--- src/rtl/cache_pkg.sv ---
// Shared types and constants for the associative cache set.
//   replace_mode_e : replacement policy selector (LRU, FIFO, RANDOM)
//   set_state_e    : set controller state (idle, line fill, flush walk)
//   LFSR_SEED/TAPS : 8-bit LFSR for x^8+x^6+x^5+x^4+1, shifting left
//   lfsr_next      : one LFSR step
package cache_pkg;

    typedef enum logic [1:0] {
        RM_LRU    = 2'd0,
        RM_FIFO   = 2'd1,
        RM_RANDOM = 2'd2
    } replace_mode_e;

    typedef enum logic [1:0] {
        S_IDLE  = 2'd0,
        S_FILL  = 2'd1,
        S_FLUSH = 2'd2
    } set_state_e;

    localparam logic [7:0] LFSR_SEED = 8'h01;
    // Feedback taps at bits 7,5,4,3 realise x^8+x^6+x^5+x^4+1.
    localparam logic [7:0] LFSR_TAPS = 8'hB8;

    function automatic logic [7:0] lfsr_next(input logic [7:0] s);
        return {s[6:0], ^(s & LFSR_TAPS)};
    endfunction

endpackage

--- src/rtl/assoc_set_replacer.sv ---
// Replacement state for one cache set: LRU ages, FIFO pointer and a
// free-running LFSR, plus victim selection.
// Ports:
//   clk_i, rst_i     clock, asynchronous active-high reset
//   valid_i          per-way valid bits (invalid ways are preferred victims)
//   touch_i          access hit: make touch_way_i most recently used
//   touch_way_i      way that was hit
//   commit_i         line fill committed into commit_way_i
//   commit_way_i     way that was filled
//   victim_way_o     current victim (lowest invalid way, else policy choice)
module set_replacer
    import cache_pkg::*;
#(
    parameter int unsigned WAYS         = 4,
    parameter int unsigned REPLACE_MODE = 0
) (
    input  logic                     clk_i,
    input  logic                     rst_i,
    input  logic [WAYS-1:0]          valid_i,
    input  logic                     touch_i,
    input  logic [$clog2(WAYS)-1:0]  touch_way_i,
    input  logic                     commit_i,
    input  logic [$clog2(WAYS)-1:0]  commit_way_i,
    output logic [$clog2(WAYS)-1:0]  victim_way_o
);

    localparam int unsigned WW = $clog2(WAYS);

    logic [WW-1:0] age_q [WAYS];
    logic [WW-1:0] age_d [WAYS];
    logic [WW-1:0] ptr_q, ptr_d;
    logic [7:0]    lfsr_q;

    logic          upd;
    logic [WW-1:0] upd_way;
    logic [WW-1:0] lru_way;
    logic [WW-1:0] max_age;
    logic          inv_found;
    logic [WW-1:0] inv_way;

    // A fill commit and a touch in the same cycle: the freshly filled
    // line becomes most recently used.
    assign upd     = commit_i | touch_i;
    assign upd_way = commit_i ? commit_way_i : touch_way_i;

    // Ages form a permutation of 0..WAYS-1; 0 is most recently used.
    always_comb begin
        for (int i = 0; i < WAYS; i++) begin
            age_d[i] = age_q[i];
        end
        if (upd) begin
            for (int i = 0; i < WAYS; i++) begin
                if (WW'(i) == upd_way) begin
                    age_d[i] = '0;
                end else if (age_q[i] < age_q[upd_way]) begin
                    age_d[i] = age_q[i] + WW'(1);
                end
            end
        end
    end

    assign ptr_d = commit_i ? ptr_q + WW'(1) : ptr_q;

    always_ff @(posedge clk_i or posedge rst_i) begin
        if (rst_i) begin
            for (int i = 0; i < WAYS; i++) begin
                age_q[i] <= WW'(i);
            end
            ptr_q  <= '0;
            lfsr_q <= LFSR_SEED;
        end else begin
            for (int i = 0; i < WAYS; i++) begin
                age_q[i] <= age_d[i];
            end
            ptr_q  <= ptr_d;
            lfsr_q <= lfsr_next(lfsr_q);
        end
    end

    always_comb begin
        lru_way   = '0;
        max_age   = '0;
        inv_found = 1'b0;
        inv_way   = '0;
        for (int i = 0; i < WAYS; i++) begin
            if (age_q[i] >= max_age) begin
                max_age = age_q[i];
                lru_way = WW'(i);
            end
            if (!valid_i[i] && !inv_found) begin
                inv_found = 1'b1;
                inv_way   = WW'(i);
            end
        end
    end

    always_comb begin
        victim_way_o = lru_way;
        if (inv_found) begin
            victim_way_o = inv_way;
        end else begin
            case (REPLACE_MODE)
                int'(RM_FIFO):   victim_way_o = ptr_q;
                int'(RM_RANDOM): victim_way_o = lfsr_q[WW-1:0];
                default:         victim_way_o = lru_way;
            endcase
        end
    end

endmodule

--- src/rtl/assoc_set.sv ---
// One N-way associative cache set: tag/valid/dirty/data storage, hit
// detection, byte-enable CPU writes, multi-cycle line fill into a latched
// victim, and a dirty-line flush walker.
// Ports:
//   clk_i, rst_i                 clock, asynchronous active-high reset
//   addr_i                       CPU address (tag + word select)
//   cpu_we_i/byte_en_i/write_data_i  byte-enable write into the hit way
//   touch_i                      access event for the replacement policy
//   fill_start_i                 latch victim and tag of addr_i, enter FILL
//   fill_we_i/fill_addr_i/fill_data_i/fill_last_i  fill word stream
//   flush_start_i/flush_inv_i    start flush walk (optionally invalidating)
//   flush_ready_i/flush_word_i   write-back handshake and word select
//   hit_o/hit_way_o              tag match on a valid way
//   victim_way_o                 replacement victim (latched during FILL)
//   dirty_o/tag_o/read_data_o    status of hit way, else of victim way
//   busy_o                       controller not idle
//   flush_valid_o/flush_way_o/flush_tag_o/flush_data_o  dirty line offered
//   flush_done_o                 one-cycle pulse when the walk completes
// Flush handshake: flush_valid_o stays high with a stable way until
// flush_ready_i; the line retires on the clock edge where both are high.
module assoc_set
    import cache_pkg::*;
#(
    parameter int unsigned TAG_WIDTH    = 26,
    parameter int unsigned OFFSET_WIDTH = 4,
    parameter int unsigned WAYS         = 4,
    parameter int unsigned REPLACE_MODE = 0
) (
    input  logic                      clk_i,
    input  logic                      rst_i,
    input  logic [31:0]               addr_i,
    input  logic                      cpu_we_i,
    input  logic [3:0]                byte_en_i,
    input  logic [31:0]               write_data_i,
    input  logic                      touch_i,
    input  logic                      fill_start_i,
    input  logic                      fill_we_i,
    input  logic [31:0]               fill_addr_i,
    input  logic [31:0]               fill_data_i,
    input  logic                      fill_last_i,
    input  logic                      flush_start_i,
    input  logic                      flush_inv_i,
    input  logic                      flush_ready_i,
    input  logic [OFFSET_WIDTH-3:0]   flush_word_i,
    output logic                      hit_o,
    output logic [$clog2(WAYS)-1:0]   hit_way_o,
    output logic [$clog2(WAYS)-1:0]   victim_way_o,
    output logic                      dirty_o,
    output logic [TAG_WIDTH-1:0]      tag_o,
    output logic [31:0]               read_data_o,
    output logic                      busy_o,
    output logic                      flush_valid_o,
    output logic [$clog2(WAYS)-1:0]   flush_way_o,
    output logic [TAG_WIDTH-1:0]      flush_tag_o,
    output logic [31:0]               flush_data_o,
    output logic                      flush_done_o
);

    localparam int unsigned WW    = $clog2(WAYS);
    localparam int unsigned WDW   = OFFSET_WIDTH - 2;
    localparam int unsigned WORDS = 2 ** WDW;

    set_state_e           state_q, state_d;
    logic [WW-1:0]        lat_way_q, lat_way_d;
    logic [TAG_WIDTH-1:0] lat_tag_q, lat_tag_d;
    logic [WW-1:0]        idx_q, idx_d;
    logic                 inv_q, inv_d;
    logic [WAYS-1:0]      valid_q, valid_d;
    logic [WAYS-1:0]      dirty_q, dirty_d;

    logic [TAG_WIDTH-1:0] tag_q  [WAYS];
    logic [31:0]          data_q [WAYS][WORDS];

    logic [TAG_WIDTH-1:0] addr_tag;
    logic [WDW-1:0]       cpu_word;
    logic [WDW-1:0]       fill_word;
    logic                 hit;
    logic [WW-1:0]        hit_way;
    logic [WW-1:0]        rep_victim;
    logic [WW-1:0]        sel_way;
    logic                 cpu_wr, fill_wr, commit;
    logic                 in_flush, cur_dirty, retire;
    logic                 unused_bits;

    assign addr_tag    = addr_i[31 -: TAG_WIDTH];
    assign cpu_word    = addr_i[OFFSET_WIDTH-1:2];
    assign fill_word   = fill_addr_i[OFFSET_WIDTH-1:2];
    assign unused_bits = ^{addr_i, fill_addr_i};

    // The way being refilled holds a partial line, so it never hits.
    always_comb begin
        hit     = 1'b0;
        hit_way = '0;
        for (int i = 0; i < WAYS; i++) begin
            if (valid_q[i] && tag_q[i] == addr_tag &&
                !(state_q == S_FILL && lat_way_q == WW'(i))) begin
                if (!hit) begin
                    hit_way = WW'(i);
                end
                hit = 1'b1;
            end
        end
    end

    set_replacer #(
        .WAYS         (WAYS),
        .REPLACE_MODE (REPLACE_MODE)
    ) u_replacer (
        .clk_i        (clk_i),
        .rst_i        (rst_i),
        .valid_i      (valid_q),
        .touch_i      (touch_i & hit),
        .touch_way_i  (hit_way),
        .commit_i     (commit),
        .commit_way_i (lat_way_q),
        .victim_way_o (rep_victim)
    );

    assign victim_way_o = (state_q == S_FILL) ? lat_way_q : rep_victim;
    assign sel_way      = hit ? hit_way : victim_way_o;
    assign hit_o        = hit;
    assign hit_way_o    = hit_way;
    assign dirty_o      = dirty_q[sel_way];
    assign tag_o        = tag_q[sel_way];
    assign read_data_o  = data_q[sel_way][cpu_word];
    assign busy_o       = (state_q != S_IDLE);

    assign cpu_wr  = (state_q == S_IDLE) && hit && cpu_we_i;
    assign fill_wr = (state_q == S_FILL) && fill_we_i;
    assign commit  = fill_wr && fill_last_i;

    // Clean or invalid ways retire immediately; dirty ones wait for ready.
    assign in_flush      = (state_q == S_FLUSH);
    assign cur_dirty     = valid_q[idx_q] & dirty_q[idx_q];
    assign retire        = in_flush && (!cur_dirty || flush_ready_i);
    assign flush_valid_o = in_flush && cur_dirty;
    assign flush_done_o  = retire && (idx_q == WW'(WAYS - 1));
    assign flush_way_o   = in_flush ? idx_q : '0;
    assign flush_tag_o   = tag_q[idx_q];
    assign flush_data_o  = data_q[idx_q][flush_word_i];

    always_comb begin
        state_d   = state_q;
        lat_way_d = lat_way_q;
        lat_tag_d = lat_tag_q;
        idx_d     = idx_q;
        inv_d     = inv_q;
        valid_d   = valid_q;
        dirty_d   = dirty_q;
        case (state_q)
            S_IDLE: begin
                if (fill_start_i) begin
                    state_d   = S_FILL;
                    lat_way_d = rep_victim;
                    lat_tag_d = addr_tag;
                end else if (flush_start_i) begin
                    state_d = S_FLUSH;
                    idx_d   = '0;
                    inv_d   = flush_inv_i;
                end
                if (cpu_wr) begin
                    dirty_d[hit_way] = 1'b1;
                end
            end
            S_FILL: begin
                if (commit) begin
                    valid_d[lat_way_q] = 1'b1;
                    dirty_d[lat_way_q] = 1'b0;
                    state_d            = S_IDLE;
                end
            end
            S_FLUSH: begin
                if (retire) begin
                    dirty_d[idx_q] = 1'b0;
                    if (inv_q) begin
                        valid_d[idx_q] = 1'b0;
                    end
                    if (idx_q == WW'(WAYS - 1)) begin
                        state_d = S_IDLE;
                    end else begin
                        idx_d = idx_q + WW'(1);
                    end
                end
            end
            default: state_d = S_IDLE;
        endcase
    end

    always_ff @(posedge clk_i or posedge rst_i) begin
        if (rst_i) begin
            state_q   <= S_IDLE;
            lat_way_q <= '0;
            lat_tag_q <= '0;
            idx_q     <= '0;
            inv_q     <= 1'b0;
            valid_q   <= '0;
            dirty_q   <= '0;
        end else begin
            state_q   <= state_d;
            lat_way_q <= lat_way_d;
            lat_tag_q <= lat_tag_d;
            idx_q     <= idx_d;
            inv_q     <= inv_d;
            valid_q   <= valid_d;
            dirty_q   <= dirty_d;
        end
    end

    // Tag and data arrays carry no reset; valid qualifies their contents.
    always_ff @(posedge clk_i) begin
        if (cpu_wr) begin
            for (int b = 0; b < 4; b++) begin
                if (byte_en_i[b]) begin
                    data_q[hit_way][cpu_word][8*b +: 8] <= write_data_i[8*b +: 8];
                end
            end
        end
        if (fill_wr) begin
            data_q[lat_way_q][fill_word] <= fill_data_i;
        end
        if (commit) begin
            tag_q[lat_way_q] <= lat_tag_q;
        end
    end

endmodule

--- config.mk ---
export PLATFORM = sky130hd
export DESIGN_NAME = assoc_set
export DESIGN_NICKNAME = d
export VERILOG_FILES = /design/src/rtl/cache_pkg.sv /design/src/rtl/assoc_set_replacer.sv /design/src/rtl/assoc_set.sv
export SDC_FILE = /design/constraint.sdc
export NUM_CORES = 1
export LEC_CHECK = 0
export CORE_UTILIZATION = 40
export CTS_CLUSTER_SIZE = 12
export DETAILED_ROUTE_END_ITERATION = 10
export DONT_BUFFER_PORTS = 1
export PLACE_DENSITY = 0.6
export SETUP_SLACK_MARGIN = 0.5
export SYNTH_ARGS = -nofsm -noshare
export SYNTH_HDL_FRONTEND = slang
export SYNTH_SLANG_ARGS = --single-unit
--- constraint.sdc ---
create_clock -name clk_i -period 8.8 [get_ports clk_i]
set_clock_uncertainty 0.15 [all_clocks]
set_input_delay 1.76 -clock clk_i [delete_from_list [all_inputs] [get_ports clk_i]]
set_output_delay 1.76 -clock clk_i [all_outputs]
set_load 0.05 [all_outputs]
# Yosys cells after proc, flatten, opt, wreduce, memory -nomap -nowiden
# Memory sizes are Yosys's and may differ from the RTL's.
# Cells that the tools add are included.
# word_totals
register_bits	49
mem_bits_rw	616
input_bits	144
out_inout_bits	127
wordCells	1009
memories	2
# op_classes
n_addsub	5
n_lt_le_gt_ge	21
n_eq_ne	22
muxes	489
bitwise	399
n_reduce_logical	60
# mem_list
name	depth	word_bits	read_ports	rd_clocked_by_memory_dff	wr	line	text
data_q	4	128	2	0	1	assoc_set.sv:72	logic [31:0] data_q [WAYS][WORDS];
tag_q	4	26	6	0	1	assoc_set.sv:71	logic [TAG_WIDTH-1:0] tag_q [WAYS];
# op_table
operator	count
$mux W128	7
$mux W1	413
$or A1 B1 Y1	385
$demux W32 S2	5
$mux W32	6
$bmux W32 S2	2
$reduce_or A128 Y1	1
$eq A26 B26 Y1	4
$mux W2	36
$logic_and A1 B1 Y1	27
$mux W24	1
$mux W4	6
$mux W16	1
$reduce_bool A2 Y1	7
$and A4 B4 Y4	3
$ge A3 B3 Y1 const B	4
$lt A2 B3 Y1 const B	4
$not A2 Y3	4
$pmux W4 S3	1
$reduce_and A4 Y1	3
$add A2 B1 Y2 const B	5
$logic_not A1 Y1	10
$ne A2 B2 Y1 const B	5
$reduce_and A2 Y1	5
26 further kinds	51

# Depth between registers and ports, before layout
# Gate-level depths: netlist (run 1).
# depth
depth_word	19
ltp_mapped	24
depth_no_buf	21

# By module
# A second synthesis (run 1) with hierarchy kept.
# hier_totals
cells_unflattened	2427
hier_area_um2	33948.8
# by_module_without_submodules
module	n_inst	cells_per_inst	area_each_um2
assoc_set	1	2328	33108.0
set_replacer	1	99	840.8

# Least setup slack after synthesis (run 1)
# Ideal clock, no wire load.
# synth_path
path_type	input to output
startpoint	input port addr_i[24]
endpoint	output port dirty_o
arrival_ns	5.065
path_slack_ns	1.825
path_stages	10
path_cell_list	clkbuf_1 -> xnor2_1 -> nand4_1 -> or4_4 -> o2111ai_2 -> o21a_2 -> buf_6 -> clkbuf_1 -> nand2_1 -> a31oi_1
# synth_rtl
element	line	text
start, declared	assoc_set.sv:31	input logic [31:0] addr_i,
$eq A26 B26 Y1	assoc_set.sv:95	if (valid_q[i] && tag_q[i] == addr_tag &&
$logic_and A1 B1 Y1 (2 in a row)	assoc_set.sv:95	
$mux W1 (3 in a row)	assoc_set.sv:95	
$mux W1 *	assoc_set.sv:95	
named net hit_o	assoc_set.sv:45	output logic hit_o,
$mux W2 *	assoc_set.sv:120	assign sel_way = hit ? hit_way : victim_way_o;
$bmux W1 S2 *	assoc_set.sv:123	assign dirty_o = dirty_q[sel_way];
$mux W1 (implied by the code) *	assoc_set.sv:123	
end, declared	assoc_set.sv:48	output logic dirty_o,
# The timed path passes the listed nets; every way through them passes the cells marked *. The select of a mux whose other input is x is not followed.

# Final worst setup path (run 1)
# layout_path
startpoint	register u_replacer.age_q[4] (netlist bit)
endpoint	output port read_data_o[21]
# layout_via
elab_chain_len	13
# layout_rtl
element	line	text
start, declared	assoc_set_replacer.sv:29	logic [WW-1:0] age_q [WAYS];
start signal, assigned by index	assoc_set_replacer.sv:67	age_q[i] <= WW'(i);
start signal, assigned by index	assoc_set_replacer.sv:73	age_q[i] <= age_d[i];
$ge A2 B2 Y1	assoc_set_replacer.sv:86	if (age_q[i] >= max_age) begin
$mux W2	assoc_set_replacer.sv:86	
$ge A2 B2 Y1	assoc_set_replacer.sv:86	
$mux W2	assoc_set_replacer.sv:86	
$ge A2 B2 Y1	assoc_set_replacer.sv:86	
$mux W2 *	assoc_set_replacer.sv:86	
$mux W2 *	assoc_set_replacer.sv:99	if (inv_found) begin
$mux W2 *	assoc_set.sv:119	assign victim_way_o = (state_q == S_FILL) ? lat_way_q : rep_victim;
$mux W2 *	assoc_set.sv:120	
$mem_v2 Z4 W128 *	--	
$bmux W32 S2 *	assoc_set.sv:125	assign read_data_o = data_q[sel_way][cpu_word];
$mux W32 (implied by the code) * (2 in a row)	assoc_set.sv:125	
end, declared	assoc_set.sv:50	output logic [31:0] read_data_o,
# Every way passes the cells marked *; elsewhere a longest branch is shown, timed or not. The select of a mux whose other input is x is not followed.

==> flow_summary_export.csv, run 1 <==
group,metric,value,unit
critical_path,cp-end-kind,"output port",
grt,grt_max_degree,97,
critical_path,crit_path_max_incr_delay,660,ps
sta,period_needed,7930,ps
clock_network,clock_sinks,665,
routing,wl_per_cell,29.1,um
power_and_ir_drop,swShare,0.398,
logic_synthesis,synth.most_common_cell,"edfxtp_1",
logic_synthesis,syn_nets,2248,
final_layout,drive_gt1_frac,0.219,
logic_synthesis,async_flop_share,0.0737,
sta,worst_pin_slew,1370,ps
power_and_ir_drop,power_density,328,nW/um2
critical_path,cp_max_fo,14,
sta,slew_headroom,0.0862,
critical_path,reg2reg_to,"data_q[1][107]",
critical_path,critical_path_required,6890,ps
final_layout,area_growth,11.5,%
critical_path,start_kind,"flop",
routing,drt_iter0_drc,1888,
hold_path,hold_class,"flop to flop",
placed_design,port_buffers,0,
power_and_ir_drop,vdd_drop_max,0.000316,V
clock_network,cts.path.max_buffers,3,
placed_design,place_congestion,0.856,
routing,avgViaCountPerCell,6.14,
clock_network,htreeDepth,3,
clock_network,numCtsBuffers,72,
logic_synthesis,syn-mean-instance-area,15.7,um2
critical_path,crit_path_cell_trace,"inv_1 -> ha_1 -> nor2b_1 -> o21bai_1 -> o21ai_0 -> ha_1 -> nand2b_1 -> a21oi_1 -> nand2_1 -> o21ai_0 -> ha_1 -> nand2b_1 -> a211oi_1 -> a21bo_2 -> a21boi_0 -> o21a_2 -> o21ai_4 -> nand2_8 -> buf_4 -> o22ai_1 -> or4_1 -> buf_4",
critical_path,critical-path-top-delay-family,"compound AO/OA/AOI/OAI gates",
hold_path,hp-start,"lat_tag_q[20]",
sta,finalMaxSlewViolations,0,
logic_synthesis,synth.area.top_cells,"edfxtp_1 (57%), mux4_2 (13%), mux2i_1 (8.0%)",
floorplanning,rows,104,
routing,drtAntennaViolNets,0,
routing,via_count,19700,
power_and_ir_drop,share_clk_of_total_power,0.239,
floorplanning,fp.dieArea,82900,um2
sta,max_freq,126,MHz
critical_path,critPathMostFrequentCell,"ha_1",
power_and_ir_drop,seq_power_share,0.332,
final_layout,final_nets,2270,
grt,gr-total-overflow,0,
logic_synthesis,synth_cell_types,66,
logic_synthesis,yosys.area.top_type,"edfxtp_1",
hold_path,min_to,"tag_q[2][20]",
floorplanning,start_util,0.405,
floorplanning,io_pins,271,
critical_path,r2r_cells,10,
hold_path,whs_path_depth,0,
power_and_ir_drop,leakage,11.7,nW
grt,grt_first_pass_wirelength,136000,um
critical_path,critPathKind,"flop to output port",
routing,drc_errors,10,
final_layout,diodes,0,
logic_synthesis,synth-seq-cells,665,
clock_network,clk_pin_slew,60,ps
routing,drt-pass1-iter-count,11,
floorplanning,coreArea,80700,um2
logic_synthesis,yosysTopAreaCellShare,0.566,
power_and_ir_drop,comb_power_share,0.428,
sta,finalSetupViolations,0,
run_status,status,"complete, but fails checks",
floorplanning,fp.dieW,288,um
logic_synthesis,synth-seq-area-share,0.603,
logic_synthesis,netlist_area,32700,um2
logic_synthesis,synth_common_cells,"edfxtp_1 (616), mux2i_1 (262), mux4_2 (186), o22ai_1 (128), nand2_1 (96)",
critical_path,crit_buf_inv,3,
critical_path,cp_slowest_cell,"or4_1",
logic_synthesis,synthFlopType,"edfxtp_1",
sta,hold_viol,0,
power_and_ir_drop,p_sw,0.00475,W
job,cap_viol_max_count,0,
placed_design,dpl.hpwl,60300,um
sta,rsz0062_at_grt,"no",
clock_network,ctsRootBufferMaster,"clkbuf_16",
logic_synthesis,syn_inst,2085,
floorplanning,die_y,288,um
critical_path,path_depth,22,
sta,period_share,0.901,
power_and_ir_drop,intPower,0.00720,W
sta,setup_slack,873,ps
placed_design,pre_cts_ws,1080,ps
routing,drt-total-wl,93600,um
clock_network,clock_latency,610,ps
final_layout,nFillCells,7078,
grt,grt_pass1_vias,20000,
run_status,violations,"design-rule violations",
critical_path,timing.rr.start,"tag_q[1][2]",
grt,grt_util_all_layers,0.225,
logic_synthesis,synth-edff-count,616,
grt,antenna_found_initial,5,
critical_path,arrival,6020,ps
clock_network,cts_hold_buffers,0,
logic_synthesis,synth-warning-count,0,
sta,setup_tns,0,ps
clock_network,cts_tree,"yes",
critical_path,rrSetupSlack,3800,ps
repair_timing:
item                       4_1_cts  5_1_grt
setup endpoints to repair        3       34
cloned                           0        1
setup buffers                    0        6
gates resized for setup          1       10
placed cells by master (no fill, tap or decap), types with 33 or more instances in the layout:
master,netlist,layout
dfrtp_1,45,43
xor2_1,37,37
o22ai_1,128,128
xnor2_1,66,66
and2_1,33,33
clkbuf_16,0,73
mux2i_1,262,262
nand2_1,96,91
buf_4,7,96
mux2_2,60,60
nor2_1,85,82
mux4_2,186,186
edfxtp_1,616,616
how the worst max path moves through the flow:
stage,from,to,slack [ps]
floorplan,addr_i[24],dirty_o,1830
global placement,u_replacer.age_q[4],read_data_o[11],1150
detailed placement,u_replacer.age_q[4],read_data_o[11],1080
CTS,u_replacer.age_q[4],read_data_o[21],490
global route,u_replacer.age_q[4],read_data_o[2],500
finish,u_replacer.age_q[4],read_data_o[21],870
cell type report:
type	count	area, um2	share of cell area
Sequential cell	665	19700	0.541
Multi-Input combinational cell	1239	12200	0.335
Clock buffer	92	1910	0.0523
Tap cell	1060	1330	0.0364
Timing Repair Buffer	107	923	0.0253
Clock inverter	30	270	0.00741
Inverter	22	82.6	0.00227
stage by stage:
stage | area [um2] | hold WS, ps | total power, W | std cells | util
2_1_floorplan | 32700 | 321 | 0.00781 | 2085 | -
3_3_place_gp | 34200 | 329 | 0.00903 | 3086 | 0.423
3_5_place_dp | 34200 | 347 | 0.00911 | 3086 | 0.423
4_1_cts | 36300 | 355 | 0.0120 | 3208 | 0.451
5_1_grt | 36500 | 376 | 0.0124 | 3215 | 0.452
6_report | 36500 | 357 | 0.0120 | 3215 | 0.452
flip-flops by register name, summed over array words and instances (netlist names):
register	cells
inv_q	1
lat_tag_q	26
dirty_q	4
state_q	2
idx_q	2
data_q	512
lat_way_q	2
valid_q	4
tag_q	104
u_replacer.age_q	8
logic make-up (layout without fill, tap and decap cells):
| family | after synthesis | after routing | share of synthesized area |
|---|---|---|---|
| fa+ha+maj | 19 | 19 | 0.00727 |
| buf+inv | 182 | 251 | 0.0267 |
| flops | 665 | 665 | 0.603 |
| simple gates | 331 | 331 | 0.0510 |
| mux | 508 | 508 | 0.229 |
| xor+xnor | 103 | 103 | 0.0276 |
| compound gates | 277 | 278 | 0.0553 |
power groups by stage:
stage / clock network (W) / logic [W] / registers [W]
2_1_floorplan: 0 / 0.00389 / 0.00392
3_3_place_gp: 0 / 0.00502 / 0.00402
3_5_place_dp: 0 / 0.00507 / 0.00403
4_1_cts: 0.00290 / 0.00509 / 0.00397
5_1_grt: 0.00302 / 0.00537 / 0.00400
6_report: 0.00286 / 0.00512 / 0.00397
per-layer routing:
layer,GRT usage,wire (um),vias up
li1,-,-,8425
met1,0.291,37000,10400
met2,0.380,47100,810
met3,0.0478,7280,138
met4,0.0673,2210,8
met5,0,49,-
Power figures use the tool's default switching activity.
==> inputs of run 2 (changes only) <==
--- a/config.mk
+++ b/config.mk
@@ -5,6 +5,7 @@
 export SDC_FILE = /design/constraint.sdc
 export NUM_CORES = 1
 export LEC_CHECK = 0
+export CORE_ASPECT_RATIO = 0.6
 export CORE_UTILIZATION = 40
 export CTS_CLUSTER_SIZE = 12
 export DETAILED_ROUTE_END_ITERATION = 10
==> constraint.sdc (replaced) <==
create_clock -name clk_i -period 9.2 [get_ports clk_i]
set_clock_uncertainty 0.15 [all_clocks]
set_input_delay 1.84 -clock clk_i [delete_from_list [all_inputs] [get_ports clk_i]]
set_output_delay 1.84 -clock clk_i [all_outputs]
set_load 0.05 [all_outputs]
==> run 2 against run 1 <==
Largest power group unchanged. Highest routed layer unchanged. Critical path type unchanged. Sequential cell count is the same. First-iteration DRC count rose by 25%. Total power is 6.5% lower. Global-route usage grew 0.42 points. Register-to-register slack improved by 140 ps. The flow now finishes without violations. Worst hold slack worse by 0.70 ps. Clock power decreased by 8.0%. Non-clock buffer count fell by 30. Count of clock-buffer cells in the layout is 2 lower.
==> flow_summary_export.csv, run 2 (same netlist as run 1, synthesis figures left out) <==
group,metric,value,unit
hold_path,hp-start,"lat_tag_q[24]",
power_and_ir_drop,power_density,310,nW/um2
critical_path,cp_max_fo,18,
clock_network,htreeDepth,3,
routing,drc_errors,0,
critical_path,critical_path_required,7210,ps
routing,drt-total-wl,96200,um
run_status,status,"complete, no violations",
job,cap_viol_max_count,0,
placed_design,port_buffers,0,
critical_path,cp-end-kind,"output port",
clock_network,cts.path.max_buffers,3,
final_layout,final_nets,2237,
clock_network,ctsRootBufferMaster,"clkbuf_16",
floorplanning,coreArea,80200,um2
sta,finalSetupViolations,0,
sta,setup_tns,0,ps
final_layout,layout_common_cells,"edfxtp_1 (616), mux2i_1 (262), mux4_2 (186)",
critical_path,critPathKind,"flop to output port",
final_layout,final_area,36100,um2
power_and_ir_drop,vdd_drop_max,0.000194,V
sta,period_needed,8320,ps
routing,via_count,19700,
final_layout,largest_reg_flops,512,
floorplanning,fp.dieW,371,um
sta,period_share,0.905,
placed_design,dpl.hpwl,62100,um
sta,hold_viol,0,
critical_path,start_kind,"flop",
critical_path,cp_slowest_cell,"dfstp_2",
placed_design,place_congestion,0.908,
clock_network,cts_hold_buffers,0,
routing,drtAntennaViolNets,0,
routing,drt-pass1-iter-count,5,
critical_path,critPathLaunch,"u_replacer.age_q[4]",
routing,wl_per_cell,30.3,um
clock_network,numCtsBuffers,69,
grt,grt_first_pass_wirelength,137000,um
sta,finalMaxSlewViolations,0,
floorplanning,rows,80,
routing,drt_iter0_drc,2360,
routing,avgViaCountPerCell,6.21,
final_layout,area_growth,10.3,%
critical_path,reg2reg_to,"data_q[1][59]",
final_layout,utilization,0.450,
sta,hold-worst-slack,356,ps
clock_network,clock_latency,630,ps
placed_design,placed_cell_area,33900,um2
sta,slew_headroom,0.0443,
final_layout,drive_gt1_frac,0.215,
critical_path,critPathMostFrequentCell,"ha_1",
final_layout,top_regs,"data_q x512, tag_q x104, lat_tag_q x26",
grt,grt_max_degree,129,
final_layout,final_common_cell,"edfxtp_1",
floorplanning,die_y,223,um
hold_path,hold_class,"flop to flop",
floorplanning,fp.dieArea,83000,um2
critical_path,crit_path_max_incr_delay,560,ps
clock_network,cts_setup_buffers,0,
grt,grt_pass1_vias,19200,
clock_network,cts_tree,"yes",
hold_path,min_to,"tag_q[2][24]",
sta,max_freq,120,MHz
critical_path,arrival,6330,ps
power_and_ir_drop,leakage,11.4,nW
floorplanning,start_util,0.408,
critical_path,r2r_cells,9,
grt,gr-total-overflow,0,
power_and_ir_drop,total_power,0.0112,W
sta,worst_pin_slew,1430,ps
sta,rsz0062_at_grt,"yes",
grt,antenna_found_initial,5,
clock_network,clk_pin_slew,60,ps
hold_path,whs_path_depth,0,
critical_path,timing.rr.start,"lat_way_q[1]",
floorplanning,io_pins,271,
clock_network,clock_sinks,665,
critical_path,crit_path_cell_trace,"inv_1 -> ha_1 -> nor2b_1 -> o21bai_1 -> o21ai_0 -> ha_1 -> nand2b_1 -> a21oi_1 -> nand2_1 -> o21ai_0 -> ha_1 -> nand2b_1 -> a211oi_1 -> a21bo_2 -> a21boi_0 -> o21a_1 -> o21a_2 -> nand2_2 -> buf_4 -> o22ai_1 -> or4_1 -> buf_4",
final_layout,regMostFlops,"data_q",
critical_path,rrSetupSlack,3940,ps
grt,grt_util_all_layers,0.229,
run 2: cell types whose count changed in the layout (fill, tap and decap cells not counted), sizes merged:
cell    before  now
clkbuf      92   90
diode        0    3
bufinv       3    1
clkinv      22    9
buf        107   77
inv         25   27
run 2: report_power, final:
group          total [W]  switching (W)  internal [W]
registers        0.00379       0.000183       0.00361
clock network    0.00263        0.00119       0.00144
logic            0.00476        0.00317       0.00159
total             0.0112        0.00454       0.00663
run 2: worst max-delay path by stage:
stage	end	slack, ps	cells past startpoint
after floorplan	dirty_o	2070	10
after global placement	read_data_o[28]	1210	11
after detailed placement	read_data_o[28]	1170	11
after CTS	read_data_o[30]	570	22
after global routing	read_data_o[18]	480	21
final	read_data_o[28]	880	22
run 2: repair_timing:
action | in CTS | in global routing
endpoints found under the setup margin | 0 | 32
hold endpoints to repair | 0 | 0
gates resized for setup | 0 | 24
run 2: metrics by stage:
| step | instances | setup slack (ps) |
|---|---|---|
| floorplan | 2085 | 2070 |
| global placement | 3068 | 1210 |
| detailed placement | 3068 | 1170 |
| CTS | 3175 | 571 |
| global route | 3179 | 480 |
| finish | 3179 | 876 |
run 2: critical path: cells and delay by family (launching register included):
family                     cells  cell delay [ps]
adders and majority gates      3              830
buffers and inverters          3              740
and+or+nand+nor                6             1240
DFF                            1              560
AOI/OAI and AO/OA             10             2330
run 2: per-layer routing:
layer	share of wire	vias to the layer above	global-route usage
li1	-	8336	-
met1	0.43	10400	0.334
met2	0.44	920	0.326
met3	0.11	138	0.0789
met4	0.021	4	0.0539
met5	0.0019	-	0.0140
run 2: area by class of cell:
type	count	area [um2]
multi-input cells	1239	12300
well taps	1066	1330
inverters	22	82.6
clock buffers	90	1840
flip-flops and latches	665	19700
fillers	6897	44100
diodes	3	7.51
clock inverters	17	174
repair buffers	77	648
